`src/rtl/cordic_channel_scheduler.sv`:
```
// Round-robin scheduler sharing one serial CORDIC cos/sin engine among NCH angle
// requesters; each result is returned tagged with the channel that asked for it.
module cordic_channel_scheduler #(
    parameter  int NCH     = 4,
    parameter  int PHI_WDT = 18,
    parameter  int TIMEOUT = 63,
    localparam int CH_WDT  = $clog2(NCH)
) (
    input  logic                   clk,
    input  logic                   reset,
    input  logic                   sclr,
    input  logic                   en,
    input  logic [NCH-1:0]         req,
    input  logic [NCH*PHI_WDT-1:0] phi,
    output logic [NCH-1:0]         ack,
    output logic                   cor_st,
    output logic [PHI_WDT-1:0]     cor_phi,
    input  logic                   cor_rdy,
    input  logic [PHI_WDT-1:0]     cor_cos,
    input  logic [PHI_WDT-1:0]     cor_sin,
    output logic                   out_vld,
    output logic [CH_WDT-1:0]      out_ch,
    output logic [PHI_WDT-1:0]     out_cos,
    output logic [PHI_WDT-1:0]     out_sin,
    output logic                   busy,
    output logic                   err_timeout
);

    localparam int CNT_WDT = $clog2(TIMEOUT + 1);
    localparam logic [CNT_WDT-1:0] CNT_LAST = CNT_WDT'(TIMEOUT - 1);
    localparam logic [CH_WDT-1:0]  CH_LAST  = CH_WDT'(NCH - 1);

    typedef enum logic {IDLE, WAIT} state_t;

    logic [NCH-1:0][PHI_WDT-1:0] phi_arr;
    assign phi_arr = phi;

    state_t               state_q, state_d;
    logic [CH_WDT-1:0]    ptr_q, ptr_d;
    logic [CH_WDT-1:0]    ch_q, ch_d;
    logic [CNT_WDT-1:0]   cnt_q, cnt_d;
    logic [NCH-1:0]       ack_q, ack_d;
    logic                 cor_st_q, cor_st_d;
    logic [PHI_WDT-1:0]   cor_phi_q, cor_phi_d;
    logic                 out_vld_q, out_vld_d;
    logic [CH_WDT-1:0]    out_ch_q, out_ch_d;
    logic [PHI_WDT-1:0]   out_cos_q, out_cos_d;
    logic [PHI_WDT-1:0]   out_sin_q, out_sin_d;
    logic                 busy_q, busy_d;
    logic                 err_q, err_d;

    logic                 gnt_vld;
    logic [CH_WDT-1:0]    gnt_idx;
    logic [CH_WDT-1:0]    cand;

    // Scan from the highest offset down so the nearest requester after ptr wins.
    always_comb begin
        gnt_vld = 1'b0;
        gnt_idx = '0;
        cand    = '0;
        for (int i = NCH - 1; i >= 0; i--) begin
            cand = CH_WDT'((int'(ptr_q) + i) % NCH);
            if (req[cand]) begin
                gnt_vld = 1'b1;
                gnt_idx = cand;
            end
        end
    end

    always_comb begin
        state_d   = state_q;
        ptr_d     = ptr_q;
        ch_d      = ch_q;
        cnt_d     = cnt_q;
        ack_d     = '0;
        cor_st_d  = 1'b0;
        cor_phi_d = cor_phi_q;
        out_vld_d = 1'b0;
        out_ch_d  = out_ch_q;
        out_cos_d = out_cos_q;
        out_sin_d = out_sin_q;
        err_d     = err_q;
        case (state_q)
            IDLE: begin
                if (gnt_vld) begin
                    ack_d[gnt_idx] = 1'b1;
                    cor_st_d       = 1'b1;
                    cor_phi_d      = phi_arr[gnt_idx];
                    ch_d           = gnt_idx;
                    ptr_d          = (gnt_idx == CH_LAST) ? '0 : gnt_idx + 1'b1;
                    cnt_d          = '0;
                    state_d        = WAIT;
                end
            end
            WAIT: begin
                // A result arriving on the last allowed cycle still counts as good.
                if (cor_rdy) begin
                    out_vld_d = 1'b1;
                    out_ch_d  = ch_q;
                    out_cos_d = cor_cos;
                    out_sin_d = cor_sin;
                    state_d   = IDLE;
                end else if (cnt_q == CNT_LAST) begin
                    err_d   = 1'b1;
                    state_d = IDLE;
                end else begin
                    cnt_d = cnt_q + 1'b1;
                end
            end
            default: state_d = IDLE;
        endcase
        busy_d = (state_d == WAIT);
    end

    always_ff @(posedge clk or posedge reset) begin
        if (reset) begin
            state_q   <= IDLE;
            ptr_q     <= '0;
            ch_q      <= '0;
            cnt_q     <= '0;
            ack_q     <= '0;
            cor_st_q  <= 1'b0;
            cor_phi_q <= '0;
            out_vld_q <= 1'b0;
            out_ch_q  <= '0;
            out_cos_q <= '0;
            out_sin_q <= '0;
            busy_q    <= 1'b0;
            err_q     <= 1'b0;
        end else if (sclr) begin
            state_q   <= IDLE;
            ptr_q     <= '0;
            ch_q      <= '0;
            cnt_q     <= '0;
            ack_q     <= '0;
            cor_st_q  <= 1'b0;
            cor_phi_q <= '0;
            out_vld_q <= 1'b0;
            out_ch_q  <= '0;
            out_cos_q <= '0;
            out_sin_q <= '0;
            busy_q    <= 1'b0;
            err_q     <= 1'b0;
        end else if (en) begin
            state_q   <= state_d;
            ptr_q     <= ptr_d;
            ch_q      <= ch_d;
            cnt_q     <= cnt_d;
            ack_q     <= ack_d;
            cor_st_q  <= cor_st_d;
            cor_phi_q <= cor_phi_d;
            out_vld_q <= out_vld_d;
            out_ch_q  <= out_ch_d;
            out_cos_q <= out_cos_d;
            out_sin_q <= out_sin_d;
            busy_q    <= busy_d;
            err_q     <= err_d;
        end
    end

    assign ack         = ack_q;
    assign cor_st      = cor_st_q;
    assign cor_phi     = cor_phi_q;
    assign out_vld     = out_vld_q;
    assign out_ch      = out_ch_q;
    assign out_cos     = out_cos_q;
    assign out_sin     = out_sin_q;
    assign busy        = busy_q;
    assign err_timeout = err_q;

endmodule
```
`config.mk`:
```
export PLATFORM = sky130hd
export DESIGN_NAME = cordic_channel_scheduler
export DESIGN_NICKNAME = d
export VERILOG_FILES = /design/src/rtl/cordic_channel_scheduler.sv
export SDC_FILE = /design/constraint.sdc
export NUM_CORES = 1
export LEC_CHECK = 0
export CORE_MARGIN = 2
export CORE_UTILIZATION = 29
export CTS_CLUSTER_SIZE = 28
export DETAILED_ROUTE_END_ITERATION = 10
export MAX_ROUTING_LAYER = met4
export SLEW_MARGIN = 10
export SYNTH_ARGS = -nofsm -noshare
export SYNTH_HDL_FRONTEND = slang
export SYNTH_SLANG_ARGS = --single-unit
```
`constraint.sdc`:
```
create_clock -name clk -period 2.9 [get_ports clk]
set_clock_uncertainty 0.2 [all_clocks]
set_input_delay 0.435 -clock clk [delete_from_list [all_inputs] [get_ports clk]]
set_output_delay 0.435 -clock clk [all_outputs]
set_load 0.01 [all_outputs]
```
# Word-level counts from Yosys, hierarchy flattened
# Index checks and enable logic that the tools add are counted.
[op_classes]
eq_ne = 7
reduce_logical = 10
addsub = 5
bitwise_logic = 1
mux = 73
magnitude_cmp = 6
[op_table]
columns = ["cell", "n"]
rows = [
  ["18-bit 2-to-1 mux", 13],
  ["18-bit binary-select mux with 2-bit select", 1],
  ["2-bit 2-to-1 mux", 17],
  ["6-bit 2-to-1 mux", 5],
  ["1-bit 2-to-1 mux", 26],
  ["4-bit 2-to-1 mux", 4],
  ["2-bit by 3-bit less-than comparator with 1-bit output, second input constant", 5],
  ["6-bit one-hot mux with 2 select lines", 1],
  ["2-bit nonzero test", 5],
  ["3-bit != test, second input constant", 3],
  ["1-bit binary-select mux with 2-bit select", 4],
  ["4-bit AND reduction", 2],
  ["6-bit by 1-bit adder with 6-bit output, second input constant", 1],
  ["6-bit == test, second input constant", 1],
  ["3-bit AND reduction", 2],
  ["2-bit by 1-bit adder with 2-bit output, second input constant", 2],
  ["2-bit adder, second input constant", 2],
  ["2-bit != test, second input constant", 2],
  ["1-bit demux with 2-bit select", 1],
  ["2-bit == test, second input constant", 1],
  ["2-bit by 1-bit greater-or-equal comparator with 1-bit output, second input constant", 1],
  ["1-bit one-hot mux with 2 select lines", 1],
  ["1-bit logical AND", 1],
  ["1-bit inverter", 1],
]
[word_totals]
inputBits = 117
out_inout_bits = 64
ff_bits = 74

# Logic depth before layout (Yosys ltp)
# Gate-level depths: netlist (run 1).
[depth]
word_depth = 15
mapped_depth = 9
ltp_nobuf = 7

# Least setup slack after synthesis (run 1)
# No wires, ideal clock.
[synth_timing]
path_kind = "register to register"
startpoint = "reg ptr_q[1]"
endpoint = "reg ptr_q[1]"
synth_period_minus_slack_ns = 2.024
path_slack_ns = 0.876
arrival_ns = 1.730
stages_incl_launch_ff = 9
path_buffers = 2
setup_time_ns = 0.094
path_cell_list = "dfrtp_1 > buf_6 > nand2b_1 > a21oi_2 > nor3_4 > inv_2 > buf_4 > ha_1 > a211oi_1"
[synth_via]
elab_chain_cells = 13
word_cells_on_any_way = 28
[synth_rtl]
columns = ["item", "line_no", "rtl"]
rows = [
  ["from (decl)", "39", "logic [CH_WDT-1:0] ptr_q, ptr_d;"],
  ["from (signal assigned)", "146", "ptr_q <= ptr_d;"],
  ["2-bit adder", "62", "cand = CH_WDT'((int'(ptr_q) + i) % NCH);"],
  ["1-bit binary-select mux with 2-bit select", "63", "if (req[cand]) begin"],
  ["1-bit 2-to-1 mux (implied by the code)", "63", ""],
  ["2-bit 2-to-1 mux (4 in a row)", "63", ""],
  ["2-bit by 1-bit adder with 2-bit output / 2-bit == test (equally long branches)", "90", "ptr_d = (gnt_idx == CH_LAST) ? '0 : gnt_idx + 1'b1;"],
  ["2-bit 2-to-1 mux", "90", ""],
  ["2-bit 2-to-1 mux", "85", "if (gnt_vld) begin"],
  ["2-bit 2-to-1 mux", "83", "case (state_q)"],
  ["2-bit 2-to-1 mux", "144", "end else if (en) begin"],
  ["2-bit 2-to-1 mux", "130", "end else if (sclr) begin"],
]
# Parallel ways exist; a longest one is shown, timed or not. The select of a mux whose other input is x is not followed.
# A chain may end at the register's enable or synchronous reset.

# Final worst setup path (run 1)
[layout_timing]
startpoint = "in req[2]"
endpoint = "reg cor_phi_q[15], in the netlist cor_phi[15]"
[layout_via]
elab_chain_cells = 12
word_cells_on_any_way = 24
[layout_rtl]
columns = ["item", "line_no", "rtl"]
rows = [
  ["from (decl)", "13", "input logic [NCH-1:0] req,"],
  ["1-bit binary-select mux with 2-bit select", "63", ""],
  ["1-bit 2-to-1 mux (implied by the code)", "63", ""],
  ["2-bit 2-to-1 mux (4 in a row)", "63", ""],
  ["18-bit binary-select mux with 2-bit select", "88", "cor_phi_d = phi_arr[gnt_idx];"],
  ["18-bit 2-to-1 mux (implied by the code)", "88", ""],
  ["18-bit 2-to-1 mux", "85", ""],
  ["18-bit 2-to-1 mux", "83", ""],
  ["18-bit 2-to-1 mux", "144", ""],
  ["18-bit 2-to-1 mux", "130", ""],
  ["to (signal assigned)", "151", "cor_phi_q <= cor_phi_d;"],
  ["to (decl)", "44", "logic [PHI_WDT-1:0] cor_phi_q, cor_phi_d;"],
]
# Parallel ways exist; a longest one is shown, timed or not. The select of a mux whose other input is x is not followed.

==> impl_metrics.tcl, run 1 <==
set metrics [dict create \
    ios 181 \
    netlist_area_um2 3640 \
    synth_nets 453 \
    dieArea_um2 13500 \
    pwr-share-seq_pct 37.7 \
    rsz0062_at_grt "no" \
    hold_class "reg -> reg" \
    yosysWarnings 0 \
    p_sw_share_pct 24.5 \
    start_util_pct 30.1 \
    cts_resized 0 \
    finalWirelength_um 11500 \
    clkTransAtPathRegs_ns 0.06 \
    crit_required_ns 2.91 \
    synth-seq-area-share_pct 50.8 \
    synth_edf_count 0 \
    grt_antenna_before_repair 0 \
    crit_cells 8 \
    synthArstFlopShare_pct 100 \
    design_area_um2 6010 \
    reg2reg_from "ptr_q[1]$_DFFE_PP0P_" \
    hold_slack_ns 0.285 \
    clkPwrFrac_pct 42.5 \
    worst_slew_pin_slew_ns 0.880 \
    die_w_um 116 \
    syn_to_final_growth_pct 64.9 \
    portBuffers 180 \
    reg2reg_depth 7 \
    timing.rr.end "cor_phi[15]$_DFFE_PP0P_" \
    finalCritPeriodShare_pct 87.8 \
    cts_root_buf "clkbuf_16" \
    clk_path_buf_depth 2 \
    min_period_ns 2.55 \
    slew_headroom_pct 41.3 \
    drc 0 \
    crit_path_top_delay_cell "nor2_2" \
    peakVddDrop_mv 0.291 \
    grt_max_degree 40 \
    crit_family "buffers and inverters" \
    critPathBufInv 3 \
    vias 3415 \
    ys_ff_latch 74 \
    cp-start-kind "input pin" \
    cts_tree "yes" \
    cts_hold_buf 0 \
    synth.distinct_cells 44 \
    hpwl_um 8430 \
    rows 40 \
    r2r_slack_ns 0.36 \
    drive_gt1_share_pct 8.35 \
    hold_path_depth 1 \
    p_int_w 0.00224 \
    placed_cell_area_um2 5670 \
    wl_per_cell_um 16.8 \
    crit_path_end_kind "flip-flop" \
    grt_pass1_wl_um 17600 \
    max_freq_ghz 0.393 \
    fin_total_pwr_w 0.00296 \
    outcome "finished, final reports clean" \
    netlist_instances 333 \
    routed_via_density 5.00 \
    finalSetupViolCount 0 \
    post-cts-setup-buffer-count 0 \
    coreArea_um2 12100 \
    postSynthAreaPerCell_um2 10.9 \
    overflow 0 \
    cellPowerDensity_nw_per_um2 493 \
    p_leak_nw 2.54 \
    drt_first_pass_iters 4 \
    routedLengthMet1_um 4990 \
    antenna_cells 0 \
    finalNetCount 630 \
    wl_met3_um 1060 \
    postRouteAntennaNets 0 \
    dieHeight_um 116 \
    grt_pass1_vias 3459 \
    crit_arrival_ns 2.56 \
    hold_viol 0 \
    cp-endpoint "cor_phi[15]$_DFFE_PP0P_" \
    numCtsBuffers 9 \
    maxCapViolations 0 \
    drv_slew 0 \
    synth_ff_type "dfrtp_1" \
    top_layer_used "met4" \
    route.met2.wl_um 5290 \
    place.gp.congestion 0.804 \
    crit_path_max_incr_delay_ns 0.67 \
    p_comb_share_pct 19.8 \
    crit_type "in -> reg" \
    tns_ns 0 \
    clock_latency_ns 0.33 \
    track_usage_pct 17.4 \
    path_cells "clkdlybuf4s50_1 > mux2i_4 > nor2_2 > nor3_4 > inv_2 > buf_12 > mux2i_1 > o211ai_1" \
    detail_route.iter0.violations 176 \
    cp_max_fo 19 \
    cts_max_level 3 \
    startpoint "req[2]" \
    switchingPower_w 0.000724 \
    cts.sinks 74 \
]
## layout make-up
cell class	count	area [um^2]
Fill cell	1135	6100
Multi-Input combinational cell	225	1660
Sequential cell	74	1850
Clock buffer	12	267
Timing Repair Buffer	192	1920
Clock inverter	4	72.6
Inverter	8	31.3
Tap cell	168	210
## stage by stage
stage / utilization [%] / instances / setup WS [ns]
6_report: 49.6 / 683 / 0.354
5_1_grt: 49.6 / 683 / 0.227
3_5_place_dp: 46.8 / 667 / 0.0154
3_3_place_gp: 46.8 / 667 / 0.0836
4_1_cts: 49.6 / 683 / 0.375
2_1_floorplan: - / 333 / 0.383
## power by group through the flow
stage / Clock [W] / Combinational, W / Sequential [W]
2_1_floorplan: 0 / 0.000246 / 0.00115
3_3_place_gp: 0 / 0.000585 / 0.00114
3_5_place_dp: 0 / 0.000590 / 0.00113
4_1_cts: 0.00128 / 0.000594 / 0.00112
5_1_grt: 0.00132 / 0.000636 / 0.00112
6_report: 0.00126 / 0.000586 / 0.00112
## layout by cell type, fill, tap and decap left out, types with 2 or more instances in the layout
master | Yosys | routed
inv_1 | 7 | 6
buf_4 | 1 | 10
buf_12 | 0 | 2
dfrtp_1 | 74 | 74
bufinv_16 | 0 | 2
a21o_1 | 2 | 2
ha_1 | 3 | 3
o21ai_1 | 14 | 14
clkinv_2 | 0 | 2
nor2_2 | 3 | 3
clkbuf_8 | 0 | 3
clkdlybuf4s50_1 | 0 | 180
nand2b_1 | 3 | 3
and4_1 | 19 | 19
o21ai_0 | 9 | 9
nand2_1 | 28 | 28
and3_1 | 2 | 2
o2111ai_1 | 2 | 2
mux2i_1 | 18 | 18
o211ai_1 | 18 | 18
a22o_1 | 38 | 38
a21oi_1 | 8 | 8
xor2_1 | 4 | 4
nor3_1 | 2 | 2
or2_1 | 2 | 2
o31a_1 | 18 | 18
nor2_1 | 13 | 13
clkbuf_16 | 0 | 9
a21oi_2 | 2 | 2
## per-layer routing
metal / global-route usage (%) / up-vias
li1: - / 1614
met4: 5.00 / 0
met5: - / -
met2: 27.5 / 172
met3: 6.07 / 12
met1: 21.2 / 1617
## how the worst min path moves through the flow
stage / startpoint / end / slack [ns]
floorplan: ch_q[0]$_DFFE_PP0P_ / out_ch[0]$_DFFE_PP0P_ / 0.27
global placement: out_vld$_DFFE_PP0N_ / out_vld$_DFFE_PP0N_ / 0.27
detailed placement: out_vld$_DFFE_PP0N_ / out_vld$_DFFE_PP0N_ / 0.28
CTS: out_vld$_DFFE_PP0N_ / out_vld$_DFFE_PP0N_ / 0.30
global route: out_vld$_DFFE_PP0N_ / out_vld$_DFFE_PP0N_ / 0.31
finish: out_vld$_DFFE_PP0N_ / out_vld$_DFFE_PP0N_ / 0.29
## flip-flops by register name (all words and copies together) (netlist names)
name,count
cor_phi,18
err_timeout,1
out_vld,1
ch_q,2
out_ch,2
out_cos,18
ptr_q,2
cnt_q,6
ack,4
out_sin,18
cor_st,1
busy,1
## Yosys cell counts, types with 7 or more instances
master	number	area, um^2
a21oi_1	8	40.0
a22o_1	38	333
and4_1	19	166
clkbuf_1	18	67.6
dfrtp_1	74	1850
inv_1	7	26.3
mux2i_1	18	180
nand2_1	28	105
nor2_1	13	48.8
o211ai_1	18	135
o21ai_0	9	45.0
o21ai_1	14	70.1
o31a_1	18	158
## cells by family (layout without fill, tap and decap cells)
kind of cell,count (synthesis),count (layout),share of synthesized area [%]
DFF,74,74,50.8
AOI/OAI and AO/OA,120,120,24.9
adders and majority gates,3,3,1.03
and+or+nand+nor,79,79,12.5
muxes,19,19,5.56
buffers and inverters,34,216,4.19
xor gates and xnor gates,4,4,0.962
No activity file was read; power rests on OpenSTA's default activity.
==> run 2, diff against run 1 <==
CORE_MARGIN = default   (was 2)
DONT_BUFFER_PORTS = 1   (was default)
SETUP_SLACK_MARGIN = 0.2   (was default)
==> run 2 against run 1 <==
Clock power decreased by 3%. Critical path depth down 3. Non-clock buffer count shrank 183. Critical endpoint is now cor_phi[16]$_DFFE_PP0P_. Highest routed layer unchanged.
==> impl_metrics.tcl, run 2 (synthesized netlist as in run 1, its figures left out) <==
set metrics [dict create \
    drc 0 \
    grt_max_degree 39 \
    fin_total_pwr_w 0.00266 \
    p_comb_share_pct 11.1 \
    crit_path_max_incr_delay_ns 0.73 \
    wl_per_cell_um 20.3 \
    pwr-share-seq_pct 43.0 \
    cts_root_buf "clkbuf_16" \
    crit_required_ns 2.87 \
    hold_viol 0 \
    p_int_w 0.00198 \
    grt_antenna_before_repair 0 \
    max_freq_ghz 0.425 \
    routed_via_density 5.46 \
    rows 40 \
    clock_latency_ns 0.33 \
    coreArea_um2 12100 \
    crit_path_end_kind "flip-flop" \
    rsz0062_at_grt "no" \
    p_leak_nw 1.83 \
    peakVddDrop_mv 0.271 \
    cts_max_level 3 \
    crit_arrival_ns 2.32 \
    crit_type "reg -> reg" \
    postRouteAntennaNets 0 \
    hold_class "in -> reg" \
    portBuffers 0 \
    clk_path_buf_depth 2 \
    crit_path_top_delay_cell "nand2b_1" \
    tns_ns 0 \
    hold_slack_ns 0.0354 \
    crit_family "compound AO/OA/AOI/OAI gates" \
    grt_pass1_wl_um 15300 \
    numCtsBuffers 9 \
    die_w_um 114 \
    finalNetCount 447 \
    critPathBufInv 0 \
    finalSetupViolCount 0 \
    syn_to_final_growth_pct 14.3 \
    dieHeight_um 114 \
    cellPowerDensity_nw_per_um2 640 \
    finalCritPeriodShare_pct 81.1 \
    min_period_ns 2.35 \
    slew_headroom_pct 38.8 \
    drt_first_pass_iters 4 \
    grt_pass1_vias 2804 \
    cp_max_fo 19 \
    vias 2733 \
    place.gp.congestion 0.749 \
    nFillCells 1245 \
    p_sw_share_pct 25.8 \
    start_util_pct 30.1 \
    hpwl_um 7200 \
    maxCapViolations 0 \
    detail_route.iter0.violations 168 \
    drive_gt1_share_pct 11.4 \
    finalWirelength_um 10200 \
    cp-start-kind "flip-flop" \
    final_core_util_pct 34.4 \
    cts.sinks 74 \
    track_usage_pct 16.2 \
    final_common_cell "dfrtp_1" \
    drv_slew 0 \
    clkTransAtPathRegs_ns 0.07 \
    ff_latch_area_um2 1850 \
    outcome "finished, final reports clean" \
    overflow 0 \
    ios 181 \
    mostFrequentLayoutCells "74 x dfrtp_1, 38 x a22o_1, 28 x nand2_1, 19 x and4_1" \
    dieArea_um2 13000 \
    cts_tree "yes" \
    post-cts-setup-buffer-count 0 \
    worst_slew_pin_slew_ns 0.917 \
    switchingPower_w 0.000688 \
    clkPwrFrac_pct 45.9 \
    path_cells "a21oi_1 > o21a_1 > o22a_1 > nand2b_1 > o211ai_1" \
    multi_input_area_um2 1660 \
]
==> run 2: worst paths after layout <==
| path | slack (ns) | cells after the start | endpoint | start |
|---|---|---|---|---|
| max | 0.55 | 5 | cor_phi[16]$_DFFE_PP0P_ | ptr_q[1]$_DFFE_PP0P_ |
| min | 0.04 | 1 | out_sin[9]$_DFFE_PP0P_ | cor_sin[9] |
| max reg2reg | 0.55 | 5 | cor_phi[16]$_DFFE_PP0P_ | ptr_q[1]$_DFFE_PP0P_ |
| min reg2reg | 0.30 | 1 | out_ch[1]$_DFFE_PP0P_ | ch_q[1]$_DFFE_PP0P_ |
| max in group asynchronous | 1.45 | 3 | out_ch[0]$_DFFE_PP0P_ | reset |
| min in group asynchronous | 0.37 | 2 | out_sin[3]$_DFFE_PP0P_ | reset |
==> run 2: repair_timing <==
| action | 4_1_cts | 5_1_grt |
|---|---|---|
| pin swaps | 0 | 0 |
| endpoints found under the setup margin | 12 | 1 |
| gates resized for setup | 1 | 2 |
| endpoints found under the hold margin | 33 | 0 |
| hold buffers | 2 | 0 |
==> run 2: cell type report <==
type	instances	share of cell area, %
multi-input cells	225	40.0
inverters	8	0.812
clock inverters	6	2.13
well taps	168	5.05
clock buffers	10	5.74
flip-flops and latches	74	44.5
diodes	1	0.0601
repair buffers	9	1.74
==> run 2: worst reg2reg max path: stages, from the launching register on <==
cell      delay [ns]
dfrtp_1         0.47
a21oi_1         0.18
o21a_1          0.14
o22a_1          0.24
nand2b_1        0.73
o211ai_1        0.22
==> run 2: power groups by stage <==
stage               sequential, W  combinational, W  clock (W)
floorplan                 0.00115          0.000246          0
global placement          0.00116          0.000282          0
detailed placement        0.00116          0.000292          0
CTS                       0.00115          0.000299    0.00126
global route              0.00115          0.000331    0.00131
finish                    0.00115          0.000296    0.00122
==> run 2: metal layers <==
layer / track usage (%) / wire length, um / vias to the layer above
met5: - / 0 / -
met4: 6.15 / 146 / 0
met3: 4.92 / 965 / 12
met2: 27.2 / 4970 / 150
met1: 18.1 / 4080 / 1320
li1: - / - / 1251
==> run 2: through the flow <==
stage / instances / worst slack, ns / area (um^2)
after floorplan: 333 / 0.383 / 3640
after global placement: 482 / 0.199 / 3800
after detailed placement: 482 / 0.0955 / 3800
after CTS: 500 / 0.346 / 4160
after global routing: 500 / 0.367 / 4160
final: 501 / 0.547 / 4160
